$ cat config.mk
export PLATFORM = sky130hd
export DESIGN_NAME = ntt_job_ctrl
export DESIGN_NICKNAME = d
export VERILOG_FILES = /design/src/rtl/ntt_pkg.sv /design/src/rtl/ntt_bram_port_mux.sv /design/src/rtl/ntt_job_ctrl.sv
export SDC_FILE = /design/constraint.sdc
export NUM_CORES = 1
export LEC_CHECK = 0
export ABC_CLOCK_PERIOD_IN_PS = 3450
export CAP_MARGIN = 20
export CORE_ASPECT_RATIO = 1.1
export CORE_MARGIN = 8
export CORE_UTILIZATION = 37
export CTS_CLUSTER_DIAMETER = 30
export DETAILED_ROUTE_END_ITERATION = 8
export PLACE_DENSITY_LB_ADDON = 0.3
export SYNTH_ARGS = -nofsm -noshare
export SYNTH_HDL_FRONTEND = slang
export SYNTH_SLANG_ARGS = --single-unit
$ cat constraint.sdc
create_clock -name clk -period 3.45 [get_ports clk]
set_clock_uncertainty 0.05 [all_clocks]
set_input_delay 0.345 -clock clk [delete_from_list [all_inputs] [get_ports clk]]
set_output_delay 0.345 -clock clk [all_outputs]
set_load 0.02 [all_outputs]
$ cat src/rtl/ntt_pkg.sv
// ntt_pkg: shared definitions for the NTT job controller.
//   - FSM state encoding (state_e)
//   - transform mode constants (MODE_NTT / MODE_INTT)
//   - default coefficient address / data widths
//   - core_owns_port(): the states in which the core drives BRAM port A
package ntt_pkg;

  localparam int ADDR_W_DEF = 8;
  localparam int DATA_W_DEF = 16;

  localparam logic MODE_NTT  = 1'b0;
  localparam logic MODE_INTT = 1'b1;

  typedef enum logic [2:0] {
    ST_IDLE = 3'd0,
    ST_LOAD = 3'd1,
    ST_RUN  = 3'd2,
    ST_WAIT = 3'd3,
    ST_RD   = 3'd4,
    ST_HOLD = 3'd5
  } state_e;

  function automatic logic core_owns_port(input state_e s);
    return (s == ST_RUN) || (s == ST_WAIT);
  endfunction

endpackage

$ cat src/rtl/ntt_bram_port_mux.sv
// ntt_bram_port_mux: purely combinational 2:1 selector for BRAM port A.
// Ports:
//   sel_core_i                      1 = core requester owns the port
//   ctrl_addr_i/ctrl_we_i/ctrl_din_i  controller requester
//   core_addr_i/core_we_i/core_din_i  core requester
//   core_dout_o                     read data returned to the core
//   mem_addr_o/mem_we_o/mem_din_o   BRAM port A request
//   mem_dout_i                      BRAM port A read data
module ntt_bram_port_mux #(
  parameter int ADDR_W = 8,
  parameter int DATA_W = 16
) (
  input  logic              sel_core_i,
  input  logic [ADDR_W-1:0] ctrl_addr_i,
  input  logic              ctrl_we_i,
  input  logic [DATA_W-1:0] ctrl_din_i,
  input  logic [ADDR_W-1:0] core_addr_i,
  input  logic              core_we_i,
  input  logic [DATA_W-1:0] core_din_i,
  output logic [DATA_W-1:0] core_dout_o,
  output logic [ADDR_W-1:0] mem_addr_o,
  output logic              mem_we_o,
  output logic [DATA_W-1:0] mem_din_o,
  input  logic [DATA_W-1:0] mem_dout_i
);

  always_comb begin
    if (sel_core_i) begin
      mem_addr_o = core_addr_i;
      mem_we_o   = core_we_i;
      mem_din_o  = core_din_i;
    end else begin
      mem_addr_o = ctrl_addr_i;
      mem_we_o   = ctrl_we_i;
      mem_din_o  = ctrl_din_i;
    end
  end

  // Read data goes back to the core unconditionally; it only looks at it
  // while it owns the port.
  assign core_dout_o = mem_dout_i;

endmodule

$ cat src/rtl/ntt_job_ctrl.sv
// ntt_job_ctrl: sequences one NTT/INTT job: load N coefficients from the
// host into BRAM, hand BRAM port A to the core for the transform, then
// unload N results back to the host.
// Ports:
//   clk, rst (async, active low)
//   in_valid/in_ready/in_data/in_mode     host load stream (mode sampled with word 0)
//   out_valid/out_ready/out_data          host result stream
//   busy, err                             status (err is a sticky watchdog flag)
//   core_start/core_mode/core_done        core handshake
//   core_addr_a/core_we_a/core_din_a/core_dout_a   core side of BRAM port A
//   mem_addr_a/mem_we_a/mem_din_a/mem_dout_a       BRAM port A (1-cycle read latency)
// Build option: define NTT_CTRL_TIMEOUT_EN to enable the WAIT watchdog
// (TIMEOUT_CYC cycles); otherwise WAIT is unbounded and err is tied to 0.
//
// state | meaning
// IDLE  | ready for word 0 of a new job
// LOAD  | accepting words 1..N-1, one per cycle
// RUN   | single-cycle core_start pulse; core owns port A
// WAIT  | core transforming; waits for core_done
// RD    | issue BRAM read of result word cnt
// HOLD  | present result word cnt until out_ready
module ntt_job_ctrl
  import ntt_pkg::*;
#(
  parameter int ADDR_W      = ADDR_W_DEF,
  parameter int DATA_W      = DATA_W_DEF,
  parameter int TIMEOUT_CYC = 65535
) (
  input  logic              clk,
  input  logic              rst,
  input  logic              in_valid,
  output logic              in_ready,
  input  logic [DATA_W-1:0] in_data,
  input  logic              in_mode,
  output logic              out_valid,
  input  logic              out_ready,
  output logic [DATA_W-1:0] out_data,
  output logic              busy,
  output logic              err,
  output logic              core_start,
  output logic              core_mode,
  input  logic              core_done,
  input  logic [ADDR_W-1:0] core_addr_a,
  input  logic              core_we_a,
  input  logic [DATA_W-1:0] core_din_a,
  output logic [DATA_W-1:0] core_dout_a,
  output logic [ADDR_W-1:0] mem_addr_a,
  output logic              mem_we_a,
  output logic [DATA_W-1:0] mem_din_a,
  input  logic [DATA_W-1:0] mem_dout_a
);

  localparam int              CNT_W    = ADDR_W + 1;
  localparam logic [CNT_W-1:0] CNT_LAST = CNT_W'((1 << ADDR_W) - 1);

  state_e             state_q, state_d;
  logic [CNT_W-1:0]   cnt_q, cnt_d;
  logic               mode_q, mode_d;
  logic [DATA_W-1:0]  data_q, data_d;
  logic               first_q, first_d;

  logic               core_sel;
  logic               ctrl_we;
  logic [ADDR_W-1:0]  ctrl_addr;

`ifdef NTT_CTRL_TIMEOUT_EN
  localparam int              WD_W    = $clog2(TIMEOUT_CYC + 1);
  localparam logic [WD_W-1:0] WD_LOAD = WD_W'(TIMEOUT_CYC - 1);
  logic [WD_W-1:0] wd_q, wd_d;
  logic            err_q, err_d;
`endif

  always_ff @(posedge clk or negedge rst) begin
    if (!rst) begin
      state_q <= ST_IDLE;
      cnt_q   <= '0;
      mode_q  <= MODE_NTT;
      data_q  <= '0;
      first_q <= 1'b0;
`ifdef NTT_CTRL_TIMEOUT_EN
      wd_q    <= '0;
      err_q   <= 1'b0;
`endif
    end else begin
      state_q <= state_d;
      cnt_q   <= cnt_d;
      mode_q  <= mode_d;
      data_q  <= data_d;
      first_q <= first_d;
`ifdef NTT_CTRL_TIMEOUT_EN
      wd_q    <= wd_d;
      err_q   <= err_d;
`endif
    end
  end

  always_comb begin
    state_d = state_q;
    cnt_d   = cnt_q;
    mode_d  = mode_q;
`ifdef NTT_CTRL_TIMEOUT_EN
    wd_d    = wd_q;
    err_d   = err_q;
`endif
    // BRAM data for the word read in RD arrives during the first HOLD
    // cycle; it is captured then and held for the rest of the stall.
    first_d = (state_q == ST_RD);
    data_d  = first_q ? mem_dout_a : data_q;

    case (state_q)
      ST_IDLE: begin
        if (in_valid) begin
          mode_d  = in_mode;
          cnt_d   = CNT_W'(1);
          state_d = ST_LOAD;
        end
      end
      ST_LOAD: begin
        if (in_valid) begin
          if (cnt_q == CNT_LAST) begin
            state_d = ST_RUN;
          end else begin
            cnt_d = cnt_q + 1'b1;
          end
        end
      end
      ST_RUN: begin
        state_d = ST_WAIT;
`ifdef NTT_CTRL_TIMEOUT_EN
        wd_d    = WD_LOAD;
`endif
      end
      ST_WAIT: begin
        if (core_done) begin
          cnt_d   = '0;
          state_d = ST_RD;
        end
`ifdef NTT_CTRL_TIMEOUT_EN
        else if (wd_q == '0) begin
          err_d   = 1'b1;
          cnt_d   = '0;
          state_d = ST_IDLE;
        end else begin
          wd_d = wd_q - 1'b1;
        end
`endif
      end
      ST_RD: begin
        state_d = ST_HOLD;
      end
      ST_HOLD: begin
        if (out_ready) begin
          if (cnt_q == CNT_LAST) begin
            cnt_d   = '0;
            state_d = ST_IDLE;
          end else begin
            cnt_d   = cnt_q + 1'b1;
            state_d = ST_RD;
          end
        end
      end
      default: begin
        cnt_d   = '0;
        state_d = ST_IDLE;
      end
    endcase
  end

  always_comb begin
    in_ready   = (state_q == ST_IDLE) || (state_q == ST_LOAD);
    out_valid  = (state_q == ST_HOLD);
    busy       = (state_q != ST_IDLE);
    core_start = (state_q == ST_RUN);
    core_sel   = core_owns_port(state_q);
    ctrl_addr  = cnt_q[ADDR_W-1:0];
    // rst gates the write strobe so a host holding in_valid during reset
    // cannot corrupt BRAM while the flops are cleared.
    ctrl_we    = in_valid & in_ready & rst;
    out_data   = first_q ? mem_dout_a : data_q;
  end

  assign core_mode = mode_q;

`ifdef NTT_CTRL_TIMEOUT_EN
  assign err = err_q;
`else
  logic unused_timeout_cfg;
  assign unused_timeout_cfg = (TIMEOUT_CYC == 0);
  assign err = 1'b0;
`endif

  ntt_bram_port_mux #(
    .ADDR_W(ADDR_W),
    .DATA_W(DATA_W)
  ) u_port_mux (
    .sel_core_i  (core_sel),
    .ctrl_addr_i (ctrl_addr),
    .ctrl_we_i   (ctrl_we),
    .ctrl_din_i  (in_data),
    .core_addr_i (core_addr_a),
    .core_we_i   (core_we_a),
    .core_din_i  (core_din_a),
    .core_dout_o (core_dout_a),
    .mem_addr_o  (mem_addr_a),
    .mem_we_o    (mem_we_a),
    .mem_din_o   (mem_din_a),
    .mem_dout_i  (mem_dout_a)
  );

endmodule

==> results.json, run 1 <==
{
  "synth_top_family_by_area": "multiplexers",
  "wl_mm": 5.46,
  "io_pins": 126,
  "clkPwrFrac_pct": 15.5,
  "hold_violations": 0,
  "setup_viol": 0,
  "synthAdderAreaFrac_pct": 1.90,
  "rsz0062_at_grt": "false",
  "synth_area_per_cell_um2": 10.7,
  "arrival_ps": 2440,
  "clkTransAtPathRegs_ps": 70,
  "netSwitchingFraction_pct": 36.8,
  "seqPwrFrac_pct": 31.5,
  "clockBufferDepth": 2,
  "syn_nets": 251,
  "dr.pass1.iters": 5,
  "ys_warn_count": 0,
  "path_max_fanout": 28,
  "synth_xor_area_share_pct": 0,
  "antenna_found_initial": 0,
  "area_growth_syn_to_layout_pct": 62.9,
  "p_leak_nw": 1.33,
  "grt_pass1_vias": 1882,
  "post-dp-hpwl_mm": 4.35,
  "power_density_nw_per_um2": 582,
  "cts.sinks": 30,
  "cts_resized": 0,
  "async_flop_share_pct": 100,
  "slew_headroom_pct": 58.7,
  "final_cell_mix": "clkdlybuf4s50_1, mux2_2, dfrtp_1",
  "finalCriticalPeriod_ps": 2830,
  "vias": 1778,
  "die_h_um": 92.7,
  "final_common_cell": "clkdlybuf4s50_1",
  "drive_gt1_share_pct": 19.9,
  "synth-edff-count": 0,
  "p_sw_mw": 0.692,
  "die_w_um": 85.7,
  "layout_setup_ws_ps": 618,
  "die-area_um2": 7950,
  "antenna_left": 0,
  "htree_levels": 2,
  "ctsHoldBuffers": 0,
  "place_ws_ps": 908,
  "fmax_mhz": 353,
  "start_kind": "register",
  "hp-class": "register to register",
  "outcome": "complete, no violations",
  "synth-compound-area-share_pct": 9.54,
  "post-route-period-util_pct": 82.1,
  "clk_latency_ps": 280,
  "n_antenna_cell": 0,
  "vdd_drop_max_uv": 305,
  "multiInputGateArea_um2": 1030,
  "comb_power_share_pct": 53.0,
  "maxSlewViolCount": 0,
  "drt_iter0_drc": 26,
  "synthCells": 185,
  "avgRoutedWirePerCell_um": 15.5,
  "core_area_um2": 5260,
  "initial_core_util_pct": 37.7,
  "root_buffer": "clkbuf_8",
  "cts_tree": "done",
  "port_buffers": 124,
  "critPathCaptureType": "output port",
  "critical_path_class": "register to output port",
  "grt_pass1_wl_mm": 9.03,
  "synth.area.mux_share_pct": 24.6,
  "cts_setup_buffers": 0,
  "cp.required_ps": 3050,
  "regArea_um2": 751,
  "drv_cap": 0,
  "grt_max_degree": 31,
  "worst_slew_pin_slew_ps": 620,
  "ys_seq_elements": 30,
  "seq_area_frac_synth_pct": 37.9,
  "vias_per_cell": 5.07,
  "layout.nets": 356,
  "row_count": 28,
  "routabilityCongestion": 0.771,
  "synth_ff_type": "dfrtp_1",
  "drc": 0,
  "syn_area_um2": 1980,
  "grt_use_total_pct": 13.9,
  "yosys.cell_types.count": 35,
  "fill_cells": 458,
  "gr-total-overflow": 0,
  "tns_ps": 0,
  "p_int_mw": 1.19,
  "whs_ps": 443,
  "numCtsBuffers": 5,
  "synthSimpleGateAreaFrac_pct": 15.9,
  "fin_util_pct": 61.4
}
[final cells by class]
cell class / count / area share, %
clock buffers: 7 / 2.68
inverters: 5 / 0.582
repair buffers: 126 / 39.0
clock inverters: 1 / 0.155
multi-input cells: 122 / 32.0
flip-flops and latches: 30 / 23.3
well taps: 60 / 2.33
[synthesized netlist by cell type, types with 3 or more instances]
cell | number | area (µm²)
nand3_1 | 6 | 30.0
o21ai_0 | 8 | 40.0
inv_1 | 5 | 18.8
ha_1 | 3 | 37.5
dfrtp_1 | 30 | 751
buf_2 | 4 | 20.0
and3_1 | 4 | 25.0
buf_4 | 18 | 135
nor2_1 | 9 | 33.8
a31oi_1 | 4 | 25.0
nand2_1 | 8 | 30.0
mux2_2 | 41 | 462
clkbuf_1 | 6 | 22.5
a21oi_1 | 9 | 45.0
nand2b_1 | 5 | 31.3
[metrics by stage]
stage | cell area (µm²) | instances | power (mW)
6_report | 3220 | 351 | 1.88
5_1_grt | 3220 | 351 | 2.00
4_1_cts | 3220 | 351 | 1.90
3_5_place_dp | 3130 | 343 | 1.61
3_3_place_gp | 3130 | 343 | 1.59
2_1_floorplan | 1980 | 185 | 1.14
[routing by layer]
layer	routed length, µm	track usage [%]	vias to the layer above
met1	2230	15.8	816
li1	-	-	863
met3	718	8.06	4
met5	0	0	-
met2	2480	21.8	95
met4	34	3.65	0
[critical path, cell delays in order, from the launching register on]
cell,delay [ps]
dfrtp_1,700
nand2b_1,180
buf_4,330
mux2_2,380
clkdlybuf4s50_1,550
[power groups by stage]
| stage | combinational [mW] | sequential [mW] | clock (mW) |
|---|---|---|---|
| global placement | 0.994 | 0.594 | 0 |
| finish | 0.995 | 0.591 | 0.291 |
| floorplan | 0.580 | 0.561 | 0 |
| global route | 1.07 | 0.619 | 0.314 |
| CTS | 1.01 | 0.593 | 0.300 |
| detailed placement | 1.01 | 0.601 | 0 |
[kinds of logic after synthesis]
kind of cell    count (synthesis)
compound gates                 31
fa+ha+maj                       3
buf+inv                        33
flops                          30
mux                            43
other cells                     1
simple gates                   44
[sequential cells by signal, indices dropped and copies added, names as in the netlist]
| name | cells |
|---|---|
| cnt_q | 9 |
| state_q | 3 |
| core_mode | 1 |
| data_q | 16 |
| first_q | 1 |
[worst paths after layout]
path | from | end | slack, ps | cells after the start
setup / recovery | state_q[2]$_DFFE_PN0P_ | mem_din_a[3] | 620 | 4
min in group asynchronous | rst | state_q[1]$_DFFE_PN0P_ | 460 | 2
setup reg to reg | cnt_q[0]$_DFFE_PN0P_ | cnt_q[7]$_DFFE_PN0P_ | 900 | 10
max in group asynchronous | rst | data_q[4]$_DFF_PN0_ | 2590 | 2
hold reg to reg | data_q[0]$_DFF_PN0_ | data_q[0]$_DFF_PN0_ | 440 | 1
hold / removal | data_q[0]$_DFF_PN0_ | data_q[0]$_DFF_PN0_ | 440 | 1
Note: power is estimated with default switching activity, not from simulation.
==> run 2, diff against run 1 <==
ABC_CLOCK_PERIOD_IN_PS = 2600   (was 3450)
CORE_UTILIZATION = 33   (was 37)
clock period = 2.6 ns   (was 3.45 ns; I/O delays follow)
==> run 2 against run 1 <==
Effect of this change:
- worst setup slack got worse by 420 ps
- clock-buffer cell count is the same
- sequential share of layout area fell by 0.52 points
- non-clock buffer count up 6
- global-route usage fell by 1.1 points
- sequential power increased by 30%
- sequential cell count unchanged
- first-iteration DRC count is 3.8% higher
- via count is 1.5% higher
- worst hold slack worse by 68 ps
- combinational power increased by 38%
==> results.json, run 2 (synthesis gave the netlist of run 1 again) <==
{
  "root_buffer": "clkbuf_8",
  "initial_core_util_pct": 34.3,
  "routabilityCongestion": 0.797,
  "final_cell_count_no_fill": 374,
  "crit_chain": "ha_2 > nand3_2 > nor2_1 > nand3_1 > inv_1 > ha_1 > or3b_2 > nor4_4 > a41oi_1 > a31oi_1",
  "cts.sinks": 30,
  "hold_violations": 0,
  "gr-total-overflow": 0,
  "final_common_cell": "clkdlybuf4s50_1",
  "path_max_fanout": 5,
  "power_density_nw_per_um2": 763,
  "cp_slowest_cell": "or3b_2",
  "p_sw_mw": 0.918,
  "placedCellCount": 365,
  "crit_buf_inv": 1,
  "worst_slew_pin_slew_ps": 605,
  "outcome": "complete, no violations",
  "io_pins": 126,
  "critPathMaxStageDelay_ps": 490,
  "top_register": "data_q",
  "clkPwrFrac_pct": 15.0,
  "fmax_mhz": 416,
  "clk_latency_ps": 270,
  "grt_pass1_wl_mm": 9.36,
  "cp.required_ps": 2750,
  "multiInputGateArea_um2": 1040,
  "antenna_found_initial": 0,
  "post-dp-hpwl_mm": 4.47,
  "fill_cells": 501,
  "drt_iter0_drc": 27,
  "reg_top3": "data_q x16, cnt_q x9, state_q x3",
  "arrival_ps": 2550,
  "slew_headroom_pct": 59.6,
  "row_count": 29,
  "regArea_um2": 751,
  "p_total_mw": 2.52,
  "wl_met3_um": 661,
  "clockBufferDepth": 2,
  "area_growth_syn_to_layout_pct": 66.6,
  "numCtsBuffers": 5,
  "top_layer_used": "met4",
  "grt_pass1_vias": 1888,
  "core_area_um2": 5770,
  "drv_cap": 0,
  "clkTransAtPathRegs_ps": 60,
  "wl_mm": 5.60,
  "critPathCaptureType": "register",
  "avgRoutedWirePerCell_um": 15.0,
  "vdd_drop_max_uv": 446,
  "port_buffers": 124,
  "p_leak_nw": 1.36,
  "drive_gt1_share_pct": 22.2,
  "start_kind": "register",
  "wl_met2_mm": 2.59,
  "critPathTopFamily": "simple AND/OR/NAND/NOR gates",
  "grt_max_degree": 31,
  "hp-class": "primary input to asynchronous set/reset pin",
  "vias": 1805,
  "comb_power_share_pct": 54.4,
  "final_cell_mix": "clkdlybuf4s50_1, mux2_2, dfrtp_1",
  "seqPwrFrac_pct": 30.6,
  "vias_per_cell": 4.83,
  "antenna_left": 0,
  "rsz0062_at_grt": "false",
  "netSwitchingFraction_pct": 36.5,
  "die-area_um2": 8740,
  "ctsHoldBuffers": 0,
  "layout.nets": 362,
  "n_antenna_cell": 0,
  "grt_use_total_pct": 12.8,
  "die_h_um": 97.2,
  "htree_levels": 2,
  "dr.pass1.iters": 4,
  "largest_reg_flops": 16,
  "critical_path_class": "register to register",
  "cts_tree": "done",
  "finalCriticalPeriod_ps": 2400,
  "maxSlewViolCount": 0,
  "p_int_mw": 1.60,
  "setup_viol": 0,
  "post-route-period-util_pct": 92.5,
  "tns_ps": 0,
  "wl_met1_mm": 2.27,
  "drc": 0,
  "die_w_um": 89.8
}
run 2: metal layers:
layer,vias up,global-route usage [%]
met5,-,0
met3,8,6.18
li1,868,-
met1,827,14.6
met4,0,4.43
met2,102,20.2
run 2: area by class of cell:
type	count	area share [%]
Inverter	5	0.569
Clock buffer	7	2.62
Timing Repair Buffer	132	39.5
Tap cell	77	2.92
Sequential cell	30	22.8
Multi-Input combinational cell	122	31.5
Clock inverter	1	0.152
run 2: worst register-to-register path, stage by stage, from the launching register on:
cell and delay (ps):
dfrtp_1 410, ha_2 200, nand3_2 100, nor2_1 60, nand3_1 110, inv_1 50, ha_1 180, or3b_2 490
nor4_4 360, a41oi_1 160, a31oi_1 150
run 2: worst paths after layout:
| kind | cells past startpoint | startpoint | slack, ps | to |
|---|---|---|---|---|
| max in group asynchronous | 2 | rst | 1840 | cnt_q[4]$_DFFE_PN0P_ |
| worst max register to register | 10 | cnt_q[1]$_DFFE_PN0P_ | 200 | cnt_q[7]$_DFFE_PN0P_ |
| worst min-delay path | 2 | rst | 380 | cnt_q[0]$_DFFE_PN0P_ |
| worst min register to register | 1 | data_q[4]$_DFF_PN0_ | 440 | data_q[4]$_DFF_PN0_ |
| worst max-delay path | 10 | cnt_q[1]$_DFFE_PN0P_ | 200 | cnt_q[7]$_DFFE_PN0P_ |
| min in group clk | 1 | data_q[4]$_DFF_PN0_ | 440 | data_q[4]$_DFF_PN0_ |
run 2: what timing repair did:
action                                  in CTS  in global routing
resized for setup                            0                  2
buffers inserted                             0                  1
endpoints found under the setup margin       0                  4
run 2: power groups by stage:
stage,registers [mW],logic (mW),clock network (mW)
2_1_floorplan,0.744,0.770,0
3_3_place_gp,0.775,1.35,0
3_5_place_dp,0.782,1.36,0
4_1_cts,0.774,1.37,0.396
5_1_grt,0.797,1.48,0.422
6_report,0.770,1.37,0.377
run 2: per-stage QoR:
step | setup WS, ps | area, µm² | hold WS (ps) | util [%]
finish | 195 | 3300 | 376 | 57.2
CTS | 139 | 3280 | 388 | 56.9
global route | 23.0 | 3300 | 413 | 57.2
detailed placement | 151 | 3190 | 435 | 55.3
floorplan | 213 | 1980 | -85.6 | -
global placement | 211 | 3190 | 429 | 55.3
==> run 3, diff against run 2 <==
CAP_MARGIN = default   (was 20)
GPL_ROUTABILITY_DRIVEN = 0   (was default)
SLEW_MARGIN = 20   (was default)
==> results of run 3 <==
The final DEF is identical to that of run 2; final timing and power are the same.
